===== config.mk =====
export PLATFORM = sky130hd
export DESIGN_NAME = ysyx_22040750_mdu_ctrl_flat
export DESIGN_NICKNAME = d
export VERILOG_FILES = /design/src/rtl/ysyx_22040750_mdu_ctrl_if.sv /design/src/rtl/ysyx_22040750_mdu_ctrl.sv /design/src/flat_wrapper.sv
export SDC_FILE = /design/constraint.sdc
export NUM_CORES = 1
export LEC_CHECK = 0
export CORE_ASPECT_RATIO = 0.7
export CORE_MARGIN = 5
export CORE_UTILIZATION = 45
export CTS_CLUSTER_DIAMETER = 80
export DETAILED_ROUTE_END_ITERATION = 8
export GPL_ROUTABILITY_DRIVEN = 1
export PLACE_DENSITY = 0.79
export SKIP_CTS_REPAIR_TIMING = 1
export SYNTH_ARGS = -nofsm -noshare
export SYNTH_HDL_FRONTEND = slang
export SYNTH_SLANG_ARGS = --single-unit

===== constraint.sdc =====
create_clock -name I_sys_clk -period 3.55 [get_ports I_sys_clk]
set_clock_uncertainty 0.15 [all_clocks]
set_input_delay 0.71 -clock I_sys_clk [delete_from_list [all_inputs] [get_ports I_sys_clk]]
set_output_delay 0.71 -clock I_sys_clk [all_outputs]
set_load 0.02 [all_outputs]

===== src/rtl/ysyx_22040750_mdu_ctrl_if.sv =====
// Handshake bundle between the ID/EX stage and the multicycle mul/div controller.
// master drives requests and consumes controller strobes; slave is the controller.
interface ysyx_22040750_mdu_ctrl_if;
    logic       I_start;
    logic [3:0] I_op_sel;
    logic       I_word_op;
    logic       I_divisor_zero;
    logic       I_allowout;
    logic       I_flush;
    logic       O_load;
    logic       O_step;
    logic [6:0] O_step_cnt;
    logic       O_sel_div;
    logic       O_div_zero_bypass;
    logic       O_busy;
    logic       O_alu_output_valid;
    logic       O_err;

    modport master (
        output I_start, I_op_sel, I_word_op, I_divisor_zero, I_allowout, I_flush,
        input  O_load, O_step, O_step_cnt, O_sel_div, O_div_zero_bypass,
        input  O_busy, O_alu_output_valid, O_err
    );

    modport slave (
        input  I_start, I_op_sel, I_word_op, I_divisor_zero, I_allowout, I_flush,
        output O_load, O_step, O_step_cnt, O_sel_div, O_div_zero_bypass,
        output O_busy, O_alu_output_valid, O_err
    );
endinterface


===== src/rtl/ysyx_22040750_mdu_ctrl.sv =====
// Iterative mul/div sequencer: result valid N+2 cycles after start (2 on divide-by-zero).
// Result is held in DONE until I_allowout; I_flush aborts from any state.
module ysyx_22040750_mdu_ctrl #(
    parameter int XLEN = 64
) (
    input  logic                       I_sys_clk,
    input  logic                       I_rst_n,
    ysyx_22040750_mdu_ctrl_if.slave    mdu
);

    typedef enum logic [1:0] {IDLE, LOAD, RUN, DONE} state_e;

    state_e     state_q, state_d;
    logic [6:0] cnt_q, cnt_d;
    logic       word_q, sel_div_q, dz_q;
    logic       accept;
    logic       err;
    logic       op_legal;
    logic [6:0] last_cnt;

    assign op_legal = (mdu.I_op_sel != 4'd0) &&
                      ((mdu.I_op_sel & (mdu.I_op_sel - 4'd1)) == 4'd0);
    assign last_cnt = word_q ? 7'd31 : 7'(XLEN - 1);

    always_comb begin
        state_d = state_q;
        cnt_d   = cnt_q;
        accept  = 1'b0;
        err     = 1'b0;
        if (mdu.I_flush) begin
            state_d = IDLE;
            cnt_d   = 7'd0;
        end else begin
            case (state_q)
                IDLE: begin
                    if (mdu.I_start) begin
                        if (op_legal) begin
                            accept  = 1'b1;
                            state_d = LOAD;
                        end else begin
                            err = 1'b1;
                        end
                    end
                end
                LOAD: begin
                    cnt_d   = 7'd0;
                    state_d = (sel_div_q && dz_q) ? DONE : RUN;
                end
                RUN: begin
                    if (cnt_q == last_cnt) begin
                        cnt_d   = 7'd0;
                        state_d = DONE;
                    end else begin
                        cnt_d = 7'(cnt_q + 7'd1);
                    end
                end
                DONE: begin
                    // Back-to-back issue: a new start in the release cycle skips IDLE.
                    if (mdu.I_allowout) begin
                        if (mdu.I_start && op_legal) begin
                            accept  = 1'b1;
                            state_d = LOAD;
                        end else begin
                            err     = mdu.I_start;
                            state_d = IDLE;
                        end
                    end
                end
                default: state_d = IDLE;
            endcase
        end
    end

    always_comb begin
        mdu.O_load             = (state_q == LOAD);
        mdu.O_step             = (state_q == RUN);
        mdu.O_step_cnt         = cnt_q;
        mdu.O_sel_div          = sel_div_q && (state_q != IDLE);
        mdu.O_div_zero_bypass  = (state_q == DONE) && sel_div_q && dz_q;
        mdu.O_busy             = (state_q == LOAD) || (state_q == RUN);
        mdu.O_alu_output_valid = ((state_q == IDLE) && !mdu.I_start) || (state_q == DONE);
        mdu.O_err              = err;
    end

    always_ff @(posedge I_sys_clk or negedge I_rst_n) begin
        if (!I_rst_n) begin
            state_q   <= IDLE;
            cnt_q     <= 7'd0;
            word_q    <= 1'b0;
            sel_div_q <= 1'b0;
            dz_q      <= 1'b0;
        end else begin
            state_q <= state_d;
            cnt_q   <= cnt_d;
            if (mdu.I_flush) begin
                dz_q <= 1'b0;
            end else if (accept) begin
                word_q    <= mdu.I_word_op;
                sel_div_q <= mdu.I_op_sel[2] | mdu.I_op_sel[3];
                dz_q      <= mdu.I_divisor_zero;
            end
        end
    end

endmodule


===== src/flat_wrapper.sv =====
// flat-port wrapper written by rule: the top's interface ports become plain ports
module ysyx_22040750_mdu_ctrl_flat 
#(
    parameter int XLEN = 64
)
  (I_sys_clk, I_rst_n, mdu_I_start, mdu_I_op_sel, mdu_I_word_op, mdu_I_divisor_zero, mdu_I_allowout, mdu_I_flush, mdu_O_load, mdu_O_step, mdu_O_step_cnt, mdu_O_sel_div, mdu_O_div_zero_bypass, mdu_O_busy, mdu_O_alu_output_valid, mdu_O_err);
  ysyx_22040750_mdu_ctrl_if mdu_i ();
  input  logic I_sys_clk;
  input  logic I_rst_n;
  input wire logic [$bits(mdu_i.I_start)-1:0] mdu_I_start;
  input wire logic [$bits(mdu_i.I_op_sel)-1:0] mdu_I_op_sel;
  input wire logic [$bits(mdu_i.I_word_op)-1:0] mdu_I_word_op;
  input wire logic [$bits(mdu_i.I_divisor_zero)-1:0] mdu_I_divisor_zero;
  input wire logic [$bits(mdu_i.I_allowout)-1:0] mdu_I_allowout;
  input wire logic [$bits(mdu_i.I_flush)-1:0] mdu_I_flush;
  output wire logic [$bits(mdu_i.O_load)-1:0] mdu_O_load;
  output wire logic [$bits(mdu_i.O_step)-1:0] mdu_O_step;
  output wire logic [$bits(mdu_i.O_step_cnt)-1:0] mdu_O_step_cnt;
  output wire logic [$bits(mdu_i.O_sel_div)-1:0] mdu_O_sel_div;
  output wire logic [$bits(mdu_i.O_div_zero_bypass)-1:0] mdu_O_div_zero_bypass;
  output wire logic [$bits(mdu_i.O_busy)-1:0] mdu_O_busy;
  output wire logic [$bits(mdu_i.O_alu_output_valid)-1:0] mdu_O_alu_output_valid;
  output wire logic [$bits(mdu_i.O_err)-1:0] mdu_O_err;
  assign mdu_i.I_start = mdu_I_start;
  assign mdu_i.I_op_sel = mdu_I_op_sel;
  assign mdu_i.I_word_op = mdu_I_word_op;
  assign mdu_i.I_divisor_zero = mdu_I_divisor_zero;
  assign mdu_i.I_allowout = mdu_I_allowout;
  assign mdu_i.I_flush = mdu_I_flush;
  assign mdu_O_load = mdu_i.O_load;
  assign mdu_O_step = mdu_i.O_step;
  assign mdu_O_step_cnt = mdu_i.O_step_cnt;
  assign mdu_O_sel_div = mdu_i.O_sel_div;
  assign mdu_O_div_zero_bypass = mdu_i.O_div_zero_bypass;
  assign mdu_O_busy = mdu_i.O_busy;
  assign mdu_O_alu_output_valid = mdu_i.O_alu_output_valid;
  assign mdu_O_err = mdu_i.O_err;
  ysyx_22040750_mdu_ctrl #(.XLEN(XLEN)) u_core (.I_sys_clk(I_sys_clk), .I_rst_n(I_rst_n), .mdu(mdu_i));
endmodule

After elaboration in Yosys (flattened, before gate mapping)

Index checks and enable logic that the tools add are counted.

Add/sub/neg operators: 2
Eq/ne operators: 8
Muxes and demuxes: 26
Bitwise gates (word level): 3
Reduce and logical (&&, ||, !) cells: 18

Operator list:

| kind                | number |
|---|---|
| $mux 1              | 14 |
| $mux 7              | 2 |
| $pmux 7 s2          | 1 |
| $mux 2              | 5 |
| $pmux 2 s4          | 1 |
| $add 7x1->7 const B | 1 |
| $eq 7x7->1          | 1 |
| $logic_and 1x1->1   | 7 |
| $mux 6              | 1 |
| $ne 3x2->1 const B  | 2 |
| $ne 3x3->1 const B  | 2 |
| $and 4x4->4         | 1 |
| $eq 2x2->1 const B  | 2 |
| $logic_not 4->1     | 1 |
| $pmux 1 s2          | 2 |
| $reduce_and 4->1    | 1 |
| $reduce_bool 2->1   | 2 |
| $reduce_bool 4->1   | 1 |
| $sub 4x1->4 const B | 1 |
| $reduce_bool 3->1   | 1 |
| $eq 2x1->1 const B  | 1 |
| $logic_not 2->1     | 1 |
| $logic_or 1x1->1    | 2 |
| $reduce_and 2->1    | 1 |
| other kinds (3)     | 3 |

Flip-flop bits (word level): 12
Output and inout bits: 14
Logic and storage cells: 62

Longest topological paths before layout

Gate-level depths: netlist of run 1.

Word-level depth: 11
Gate-level depth with buffers: 7
Mapped depth without buffers: 6

Worst setup path after synthesis of run 1

Ideal clock, no wire load.

Path kind: reg2out
From: reg u_core.state_q[0]
To: out mdu_O_err
Arrival time: 1.753 ns
Required time: 2.690 ns
Path slack: 0.937 ns
Stages on the path, launching flop included: 5
Buffers on the path: 0
Cell sequence: dfrtp_1 inv_1 ha_1 or3b_1 nor3_1

Longest elaborated chain between the ends: 3

RTL lines:

| what                                                 | RTL line                     | source |
|---|---|---|
| start, declared                                      | ysyx_22040750_mdu_ctrl.sv:13 | `state_e state_q, state_d;` |
| start signal, assigned                               | ysyx_22040750_mdu_ctrl.sv:93 | `state_q <= state_d;` |
| $eq 2x2->1 / $logic_not 2->1 (equally long branches) | ysyx_22040750_mdu_ctrl.sv:34 | `case (state_q)` |
| $pmux 1 s2 (*)                                       | ysyx_22040750_mdu_ctrl.sv:34 |  |
| $mux 1 (*)                                           | ysyx_22040750_mdu_ctrl.sv:30 | `if (mdu.I_flush) begin` |
| end, declared                                        | flat_wrapper.sv:23           | `output wire logic [$bits(mdu_i.O_err)-1:0] mdu_O_err;` |

Mark *: on every way between the ends. The rest lies on a longest branch, timed or not.

Worst setup path in the final report of run 1

From: in mdu_I_op_sel[0]
To: out mdu_O_err

Longest elaborated chain between the ends: 9

RTL lines:

| what                  | RTL line                     | source |
|---|---|---|
| start, declared       | flat_wrapper.sv:11           | `input wire logic [$bits(mdu_i.I_op_sel)-1:0] mdu_I_op_sel;` |
| $sub 4x1->4           | ysyx_22040750_mdu_ctrl.sv:22 | `((mdu.I_op_sel & (mdu.I_op_sel - 4'd1)) == 4'd0);` |
| $and 4x4->4           | ysyx_22040750_mdu_ctrl.sv:22 |  |
| $logic_not 4->1       | ysyx_22040750_mdu_ctrl.sv:22 |  |
| $logic_and 1x1->1 (*) | ysyx_22040750_mdu_ctrl.sv:21 | `assign op_legal = (mdu.I_op_sel != 4'd0) &&` |
| $logic_and 1x1->1     | ysyx_22040750_mdu_ctrl.sv:60 | `if (mdu.I_start && op_legal) begin` |
| $mux 1                | ysyx_22040750_mdu_ctrl.sv:60 |  |
| $mux 1                | ysyx_22040750_mdu_ctrl.sv:59 | `if (mdu.I_allowout) begin` |
| $pmux 1 s2 (*)        | ysyx_22040750_mdu_ctrl.sv:34 |  |
| $mux 1 (*)            | ysyx_22040750_mdu_ctrl.sv:30 |  |

Marked as above.

==> results of run 1 <==
==> flip-flops by register name (all words and copies together), names as in the netlist <==
signal                 count
u_core.mdu.O_step_cnt      7
u_core.state_q             2
u_core.dz_q                1
u_core.sel_div_q           1
u_core.word_q              1
==> where the power goes <==
| group | switching (W) | internal (W) |
|---|---|---|
| clock | 0.0000460 | 0.0000624 |
| combinational | 0.000150 | 0.000120 |
| sequential | 0.0000236 | 0.000157 |
==> kinds of logic after synthesis <==
kind of cell | after synthesis | synth area share, %
simple gates | 35 | 23.4
buf+inv | 8 | 3.59
mux | 5 | 5.89
compound gates | 23 | 20.0
flops | 12 | 34.5
xor+xnor | 4 | 4.02
fa+ha+maj | 6 | 8.62
==> routing by layer <==
| metal | GRT usage, % | up-vias | routed length [um] |
|---|---|---|---|
| li1 | - | 395 | - |
| met5 | 0 | - | 0 |
| met4 | 2.97 | 0 | 0 |
| met2 | 24.8 | 28 | 1010 |
| met1 | 19.8 | 391 | 929 |
| met3 | 5.26 | 0 | 152 |
==> per-stage QoR <==
step / instances / hold WS [ps] / cell area [sq um] / utilization [%]
global route: 141 / 439 / 1170 / 63.0
finish: 141 / 399 / 1170 / 63.0
CTS: 141 / 398 / 1170 / 62.9
floorplan: 93 / 264 / 871 / -
detailed placement: 137 / 375 / 1130 / 60.9
global placement: 137 / 366 / 1130 / 60.9
==> synthesized netlist by cell type, drive strengths merged (2+ instances only) <==
| master | n |
|---|---|
| nand3 | 6 |
| dfrtp | 12 |
| nand2 | 8 |
| nor3b | 2 |
| mux2i | 4 |
| nor2 | 6 |
| and4 | 2 |
| inv | 6 |
| xnor2 | 2 |
| ha | 6 |
| a311oi | 2 |
| o21ai | 8 |
| a21oi | 6 |
| or4b | 2 |
| nor3 | 2 |
| xor2 | 2 |
==> how the worst max path moves through the flow <==
stage | startpoint | endpoint | slack, ps | cells past startpoint
4_1_cts | mdu_I_op_sel[0] | mdu_O_err | 70 | 5
6_report | mdu_I_op_sel[0] | mdu_O_err | 400 | 5
5_1_grt | mdu_I_op_sel[0] | mdu_O_err | 310 | 5
3_3_place_gp | mdu_I_op_sel[0] | mdu_O_err | 140 | 5
2_1_floorplan | u_core.state_q[0] | mdu_O_err | 940 | 4
3_5_place_dp | mdu_I_op_sel[0] | mdu_O_err | 70 | 5
==> layout by cell type (no fill, tap or decap), drive strengths merged <==
| master | synthesis | routed |
|---|---|---|
| o311a | 1 | 1 |
| o311ai | 1 | 1 |
| dfrtp | 12 | 12 |
| a311oi | 2 | 2 |
| a22o | 1 | 1 |
| xor2 | 2 | 2 |
| or4b | 2 | 2 |
| o21ai | 8 | 8 |
| mux2 | 1 | 1 |
| or4bb | 1 | 1 |
| clkdlybuf4s50 | 0 | 23 |
| nor2 | 6 | 6 |
| nor3 | 2 | 2 |
| inv | 6 | 6 |
| ha | 6 | 6 |
| nor2b | 1 | 1 |
| nand4 | 1 | 1 |
| or3b | 1 | 1 |
| clkbuf | 1 | 4 |
| nand2b | 1 | 1 |
| or3 | 1 | 1 |
| o22ai | 1 | 1 |
| a221oi | 1 | 1 |
| and4 | 2 | 2 |
| o31ai | 1 | 1 |
| nand3 | 6 | 6 |
| nor3b | 2 | 2 |
| a22oi | 1 | 1 |
| a21oi | 6 | 6 |
| xnor2 | 2 | 2 |
| dlymetal6s2s | 0 | 1 |
| nand2 | 8 | 8 |
| and3 | 1 | 1 |
| mux2i | 4 | 4 |
==> final cells by class <==
class	instances	area (sq um)
Clock buffer	4	36.3
Fill cell	170	686
Inverter	6	22.5
Multi-Input combinational cell	73	539
Sequential cell	12	300
Tap cell	22	27.5
Timing Repair Buffer	24	243
==> critical path, delay by kind of cell <==
kind	cells	cell delay, ps
buf+inv	2	720
simple gates	2	690
compound gates	1	160
==> impl_metrics.tcl, run 1 <==
set metrics [dict create \
    route.detailed.drc 0 \
    period_share_pct 88.7 \
    finalHoldViolations 0 \
    syn-instance-count 93 \
    min_path_cells 1 \
    numClockSinks 12 \
    vias_per_cell 5.77 \
    crit_path_max_fanout 5 \
    route.final.wire_length_um 2090 \
    post_drt_wl_per_cell_um 14.8 \
    synth-seq-cells 12 \
    vdd_drop_max_mv 0.395 \
    grt_util_all_layers_pct 15.1 \
    timing.reg2reg.setup_slack_ps 1530 \
    timing.reg2reg.worst_path_depth 6 \
    finalWorstPathRequiredPeriod_ps 3150 \
    edff_count_synth 0 \
    core_area_sq_um 1850 \
    initial_utilization_pct 47.0 \
    worstPathRequired_ps 2690 \
    cp_cell_instances "clkdlybuf4s50_1 > or4b_4 > o311ai_1 > nor3_1 > dlymetal6s2s_1" \
    power.density_cell_area_nw_per_um2 479 \
    dominant_cell_type_by_area_after_synthesis "dfrtp_1" \
    cap_violations 0 \
    tritoncts "yes" \
    worst_r2r_endpoint "u_core.word_q" \
    setup_viol_count_final 0 \
    status "finished, final reports clean" \
    ys.flop_type "dfrtp_1" \
    finalSetupTns_ps 0 \
    grt_pass1_vias 749 \
    number_of_library_cell_types_mapped_by_synthesis 34 \
    clock_root_buffer "clkbuf_4" \
    worstSetupPathType "in2out" \
    grt_pass1_wl_um 3350 \
    endpoint_arrival_time_on_the_critical_path_ps 2290 \
    slew_viol_final 0 \
    global_route.overflow_total 0 \
    critical_path.reg2reg.startpoint "u_core.state_q[0]" \
    grt_setup_unrepaired "false" \
    critical_path.endpoint_type "output port" \
    cts_htree_levels 1 \
    chip_height_um 46.8 \
    rows 13 \
    place.gp.congestion 0.774 \
    timing.critical_path.from_type "input pin" \
    fin_total_pwr_w 0.000559 \
    cts.clk_slew.worst_paths_ps 80 \
    drive_above_1_share_pct 6.72 \
    warning_count_from_the_yosys_run 0 \
    synth.area.top_cells "dfrtp_1, ha_1, mux2i_1" \
    min-delay-start "u_core.mdu.O_step_cnt[3]" \
    hold_path.class "reg2reg" \
    synth.net_count 110 \
    antenna_cells 0 \
    proportion_of_synthesized_chip_area_in_sequential_cells_pct 34.5 \
    worst_slew_pin_slew_ps 535 \
    cts-root-to-sink-buffers 2 \
    grt_max_degree 13 \
    max-slew-margin-rel_pct 64.2 \
    final_nets 137 \
    clock_latency_ps 280 \
    worstHoldEndpoint "u_core.mdu.O_step_cnt[3]" \
    total_leakage_power_nw 0.480 \
    ios 25 \
    postLayoutSetupSlackWorst_ps 401 \
    grt_antenna_before_repair 0 \
    port_buffer_cells 24 \
    post_syn_area_sq_um 871 \
    dr.pass1.iters 4 \
    pre_cts_slack_ps 66.1 \
    numCtsBuffers 3 \
    antenna_violating_nets_remaining 0 \
    async_reset_ff_share_pct 100 \
    die_x_um 62.6 \
    maxClockFrequency_mhz 318 \
    die_area_sq_um 2930 \
    synth_to_layout_area_growth_pct 34.2 \
    worst_path_max_delay_cell "or4b_4" \
    place_hpwl_um 1680 \
    critical_path.max_stage_delay_ps 600 \
    first_iter_violations 50 \
    yosysTopAreaCellShare_pct 34.5 \
    vias 814 \
    avgSynthCellArea_sq_um 9.36 \
]
(Power assumes the default switching activity.)
==> inputs of run 2 (changes only) <==
--- a/config.mk
+++ b/config.mk
@@ -5,14 +5,14 @@
 export SDC_FILE = /design/constraint.sdc
 export NUM_CORES = 1
 export LEC_CHECK = 0
-export CORE_ASPECT_RATIO = 0.7
 export CORE_MARGIN = 5
-export CORE_UTILIZATION = 45
+export CORE_UTILIZATION = 50
 export CTS_CLUSTER_DIAMETER = 80
 export DETAILED_ROUTE_END_ITERATION = 8
 export GPL_ROUTABILITY_DRIVEN = 1
-export PLACE_DENSITY = 0.79
+export PLACE_DENSITY = 0.86
 export SKIP_CTS_REPAIR_TIMING = 1
+export SKIP_LAST_GASP = 1
 export SYNTH_ARGS = -nofsm -noshare
 export SYNTH_HDL_FRONTEND = slang
 export SYNTH_SLANG_ARGS = --single-unit
==> constraint.sdc (replaced) <==
create_clock -name I_sys_clk -period 4.1 [get_ports I_sys_clk]
set_clock_uncertainty 0.15 [all_clocks]
set_input_delay 0.82 -clock I_sys_clk [delete_from_list [all_inputs] [get_ports I_sys_clk]]
set_output_delay 0.82 -clock I_sys_clk [all_outputs]
set_load 0.02 [all_outputs]
==> impl_metrics.tcl, run 2 (same netlist as run 1, synthesis figures left out) <==
set metrics [dict create \
    cap_violations 0 \
    worstPathRequired_ps 3130 \
    core_area_sq_um 1690 \
    final_nets 137 \
    die_area_sq_um 2680 \
    initial_utilization_pct 51.6 \
    placement.cell_area_sq_um 1120 \
    crit_path_max_fanout 5 \
    synth_to_layout_area_growth_pct 31.6 \
    maxClockFrequency_mhz 272 \
    grt_util_all_layers_pct 16.7 \
    tritoncts "yes" \
    place.gp.congestion 0.794 \
    vdd_drop_max_mv 0.259 \
    largest_reg_flops 7 \
    post_drt_wl_per_cell_um 14.8 \
    endpoint_arrival_time_on_the_critical_path_ps 2700 \
    port_buffer_cells 24 \
    grt_setup_unrepaired "false" \
    antenna_violating_nets_remaining 0 \
    drive_above_1_share_pct 5.93 \
    grt_max_degree 13 \
    clock_latency_ps 260 \
    clock_root_buffer "clkbuf_4" \
    place_hpwl_um 1560 \
    cts-root-to-sink-buffers 2 \
    critical_path.endpoint_type "output port" \
    worst_slew_pin_slew_ps 525 \
    rows 15 \
    antenna_cells 0 \
    global_route.overflow_total 0 \
    numCtsBuffers 3 \
    nFillCells 146 \
    timing.critical_path.from_type "input pin" \
    cts.clk_slew.worst_paths_ps 60 \
    cts_htree_levels 1 \
    total_leakage_power_nw 0.457 \
    hold_path.class "reg2reg" \
    power.density_cell_area_nw_per_um2 399 \
    finalWorstPathRequiredPeriod_ps 3670 \
    slew_viol_final 0 \
    most_used_cells_in_the_layout_excluding_fill_and_tap_cells "clkdlybuf4s50_1, dfrtp_1, nand2_1" \
    vias 853 \
    ios 25 \
    grt_antenna_before_repair 0 \
    finalSetupTns_ps 0 \
    vias_per_cell 6.32 \
    final_area_sq_um 1150 \
    setup_viol_count_final 0 \
    worstSetupPathType "in2out" \
    route.final.wire_length_um 2000 \
    layout.cells.most_common "clkdlybuf4s50_1" \
    grt_pass1_vias 823 \
    status "finished, final reports clean" \
    route.detailed.drc 0 \
    max-slew-margin-rel_pct 64.9 \
    first_iter_violations 19 \
    grt_pass1_wl_um 3350 \
    dr.pass1.iters 4 \
    period_share_pct 89.6 \
    chip_height_um 51.7 \
    die_x_um 51.7 \
    numClockSinks 12 \
    finalHoldViolations 0 \
]
run 2: area by class of cell:
type	count	area [sq um]	share of cell area [%]
tap	17	21.3	1.86
multi-input combinational	73	539	47.1
clock buffer	3	22.5	1.97
inverter	6	22.5	1.97
timing repair buffer	24	240	21.0
sequential	12	300	26.2
run 2: layer usage:
layer | part of all wire (%) | up-vias | global-route usage [%]
met2 | 51 | 39 | 29.2
met3 | 7.4 | 5 | 3.15
met4 | 2.1 | 0 | 12.2
met5 | 0 | - | 0
li1 | - | 399 | -
met1 | 40 | 410 | 17.6
run 2: metrics by stage:
step	setup WS (ps)	std cells	utilization [%]	power (W)	hold WS (ps)
6_report	426	135	67.9	0.000458	387
5_1_grt	341	135	67.9	0.000492	428
4_1_cts	425	135	67.9	0.000459	394
3_5_place_dp	436	132	66.5	0.000387	380
3_3_place_gp	471	132	66.5	0.000382	371
2_1_floorplan	1380	93	-	0.000304	349
run 2: path summary, 6_finish.rpt:
kind	to	start	cells after the start	slack, ps
min reg2reg	u_core.word_q	u_core.word_q	1	390
max in group asynchronous	u_core.sel_div_q	I_rst_n	1	2700
min	u_core.word_q	u_core.word_q	1	390
max reg2reg	u_core.mdu.O_step_cnt[3]	u_core.state_q[0]	6	2130
min in group asynchronous	u_core.mdu.O_step_cnt[3]	I_rst_n	1	750
max	mdu_O_err	mdu_I_op_sel[0]	5	430
run 2: critical path, stage by stage:
cell	delay, ps
clkdlybuf4s50_1	490
or4b_4	590
o311ai_1	150
nor3_1	100
clkdlybuf4s50_1	550
run 2: report_power, final:
part / switching, W / internal [W] / total [W]
clock network: 0.0000346 / 0.0000339 / 0.0000685
registers: 0.0000184 / 0.000136 / 0.000154
logic: 0.000129 / 0.000105 / 0.000235
total: 0.000182 / 0.000275 / 0.000458
==> inputs of run 3 (changes only) <==
--- a/config.mk
+++ b/config.mk
@@ -5,12 +5,13 @@
 export SDC_FILE = /design/constraint.sdc
 export NUM_CORES = 1
 export LEC_CHECK = 0
+export CORE_ASPECT_RATIO = 0.7
 export CORE_MARGIN = 5
-export CORE_UTILIZATION = 50
+export CORE_UTILIZATION = 42
 export CTS_CLUSTER_DIAMETER = 80
 export DETAILED_ROUTE_END_ITERATION = 8
 export GPL_ROUTABILITY_DRIVEN = 1
-export PLACE_DENSITY = 0.86
+export PLACE_DENSITY = 0.78
 export SKIP_CTS_REPAIR_TIMING = 1
 export SKIP_LAST_GASP = 1
 export SYNTH_ARGS = -nofsm -noshare
==> constraint.sdc (replaced) <==
create_clock -name I_sys_clk -period 3 [get_ports I_sys_clk]
set_clock_uncertainty 0.15 [all_clocks]
set_input_delay 0.6 -clock I_sys_clk [delete_from_list [all_inputs] [get_ports I_sys_clk]]
set_output_delay 0.6 -clock I_sys_clk [all_outputs]
set_load 0.02 [all_outputs]
==> impl_metrics.tcl, run 3 (same netlist as run 1, synthesis figures left out) <==
set metrics [dict create \
    worstSetupPathType "in2out" \
    antenna_cells 0 \
    antenna_violating_nets_remaining 0 \
    combinational_cell_fraction_of_total_power_pct 53.8 \
    nFillCells 160 \
    max-slew-margin-rel_pct 64.8 \
    timing.reg2reg.setup_slack_ps 910 \
    route.final.wire_length_um 2210 \
    vias 839 \
    switching_power_w 0.000260 \
    clock_latency_ps 270 \
    ff_latch_area_sq_um 300 \
    min_path_cells 1 \
    core_area_sq_um 1920 \
    finalHoldViolations 0 \
    numCtsBuffers 3 \
    grt_antenna_before_repair 0 \
    vias_per_cell 5.48 \
    portion_of_total_power_attributed_to_sequential_cells_pct 31.6 \
    power_report.internal_total_w 0.000409 \
    endpoint_arrival_time_on_the_critical_path_ps 2090 \
    timing.reg2reg.worst_path_depth 7 \
    clockPowerShare_pct 14.6 \
    slew_viol_final 0 \
    critical_path.endpoint_type "output port" \
    place_inst 150 \
    cp_cell_instances "clkdlybuf4s50_1 > or4b_4 > o311ai_1 > nor3_1 > dlymetal6s2s_1" \
    layout.cells.most_common "clkdlybuf4s50_1" \
    tritoncts "yes" \
    crit_path_max_fanout 4 \
    placement.cell_area_sq_um 1230 \
    cts_htree_levels 1 \
    place_hpwl_um 1810 \
    hold_path.class "reg2reg" \
    ios 25 \
    final_area_sq_um 1250 \
    instances_no_fill 153 \
    cap_violations 0 \
    critical_path.max_stage_delay_ps 570 \
    dr.pass1.iters 4 \
    place.gp.congestion 0.798 \
    rows 13 \
    worst_slew_pin_slew_ps 524 \
    die_area_sq_um 3100 \
    maxClockFrequency_mhz 353 \
    global_route.overflow_total 0 \
    drive_above_1_share_pct 15.3 \
    setup_viol_count_final 0 \
    grt_max_degree 13 \
    total_area_of_multi_input_combinational_cells_sq_um 539 \
    synth_to_layout_area_growth_pct 43.8 \
    most_used_cells_in_the_layout_excluding_fill_and_tap_cells "clkdlybuf4s50_1, buf_4, dfrtp_1" \
    grt_util_all_layers_pct 15.9 \
    first_iter_violations 59 \
    initial_utilization_pct 45.4 \
    cts-root-to-sink-buffers 2 \
    finalWorstPathRequiredPeriod_ps 2840 \
    status "finished, final reports clean" \
    power_switching_share_pct 38.8 \
    grt_pass1_wl_um 3640 \
    timing.critical_path.from_type "input pin" \
    period_share_pct 94.5 \
    largest_reg_flops 7 \
    worst_path_max_delay_cell "or4b_4" \
    numClockSinks 12 \
    power.density_cell_area_nw_per_um2 534 \
    cts.clk_slew.worst_paths_ps 70 \
    grt_pass1_vias 802 \
    route.detailed.drc 0 \
    port_buffer_cells 24 \
    total_leakage_power_nw 0.535 \
    grt_setup_unrepaired "false" \
    worstPathRequired_ps 2250 \
    die_x_um 64.4 \
    vdd_drop_max_mv 0.322 \
    post_drt_wl_per_cell_um 14.5 \
    final_nets 150 \
    chip_height_um 48.1 \
    clock_root_buffer "clkbuf_4" \
]
run 3: cell count changes in the layout (fill, tap and decap cells not counted):
| cell | delta |
|---|---|
| clkdlybuf4s50_1 | -1 |
| buf_4 | +13 |
| dlymetal6s2s_1 | +1 |
run 3: power by group through the flow:
stage          sequential (W)  clock (W)  combinational [W]
4_1_cts              0.000211  0.0000988           0.000363
6_report             0.000211  0.0000975           0.000360
2_1_floorplan        0.000210          0           0.000206
3_5_place_dp         0.000214          0           0.000359
5_1_grt              0.000214   0.000109           0.000393
3_3_place_gp         0.000212          0           0.000355
run 3: layout make-up:
class / instances / area share [%]
clock buffers: 3 / 1.80
multi-input cells: 73 / 43.1
flip-flops and latches: 12 / 24.0
inverters: 6 / 1.80
well taps: 22 / 2.20
repair buffers: 37 / 27.2
run 3: path summary, 6_finish.rpt:
kind	from	to
min	u_core.mdu.O_step_cnt[3]	u_core.mdu.O_step_cnt[3]
max reg2reg	u_core.state_q[0]	u_core.word_q
max	mdu_I_op_sel[1]	mdu_O_err
min in group asynchronous	I_rst_n	u_core.mdu.O_step_cnt[1]
max in group asynchronous	I_rst_n	u_core.sel_div_q
min reg2reg	u_core.mdu.O_step_cnt[3]	u_core.mdu.O_step_cnt[3]
run 3: through the flow:
stage / worst slack, ps / hold slack [ps] / utilization (%) / setup TNS, ps / power [W]
5_1_grt: 121 / 419 / 65.3 / 0 / 0.000715
6_report: 164 / 384 / 65.3 / 0 / 0.000668
4_1_cts: -219 / 391 / 65.1 / -219 / 0.000672
3_5_place_dp: -215 / 378 / 64.0 / -215 / 0.000574
2_1_floorplan: 497 / 154 / - / 0 / 0.000416
3_3_place_gp: -113 / 369 / 64.0 / -113 / 0.000567
run 3: layer usage:
metal / GRT usage (%) / share of wire (%) / up-vias
met5: 0 / 0 / -
met4: 2.10 / 0 / 0
met3: 5.76 / 4.0 / 0
met2: 24.8 / 45 / 10
met1: 22.0 / 51 / 406
li1: - / - / 423
run 3: worst max-delay path: cells and delay by family:
kind            cells  cell delay, ps
simple gates        2             670
buf+inv             2             690
compound gates      1             130
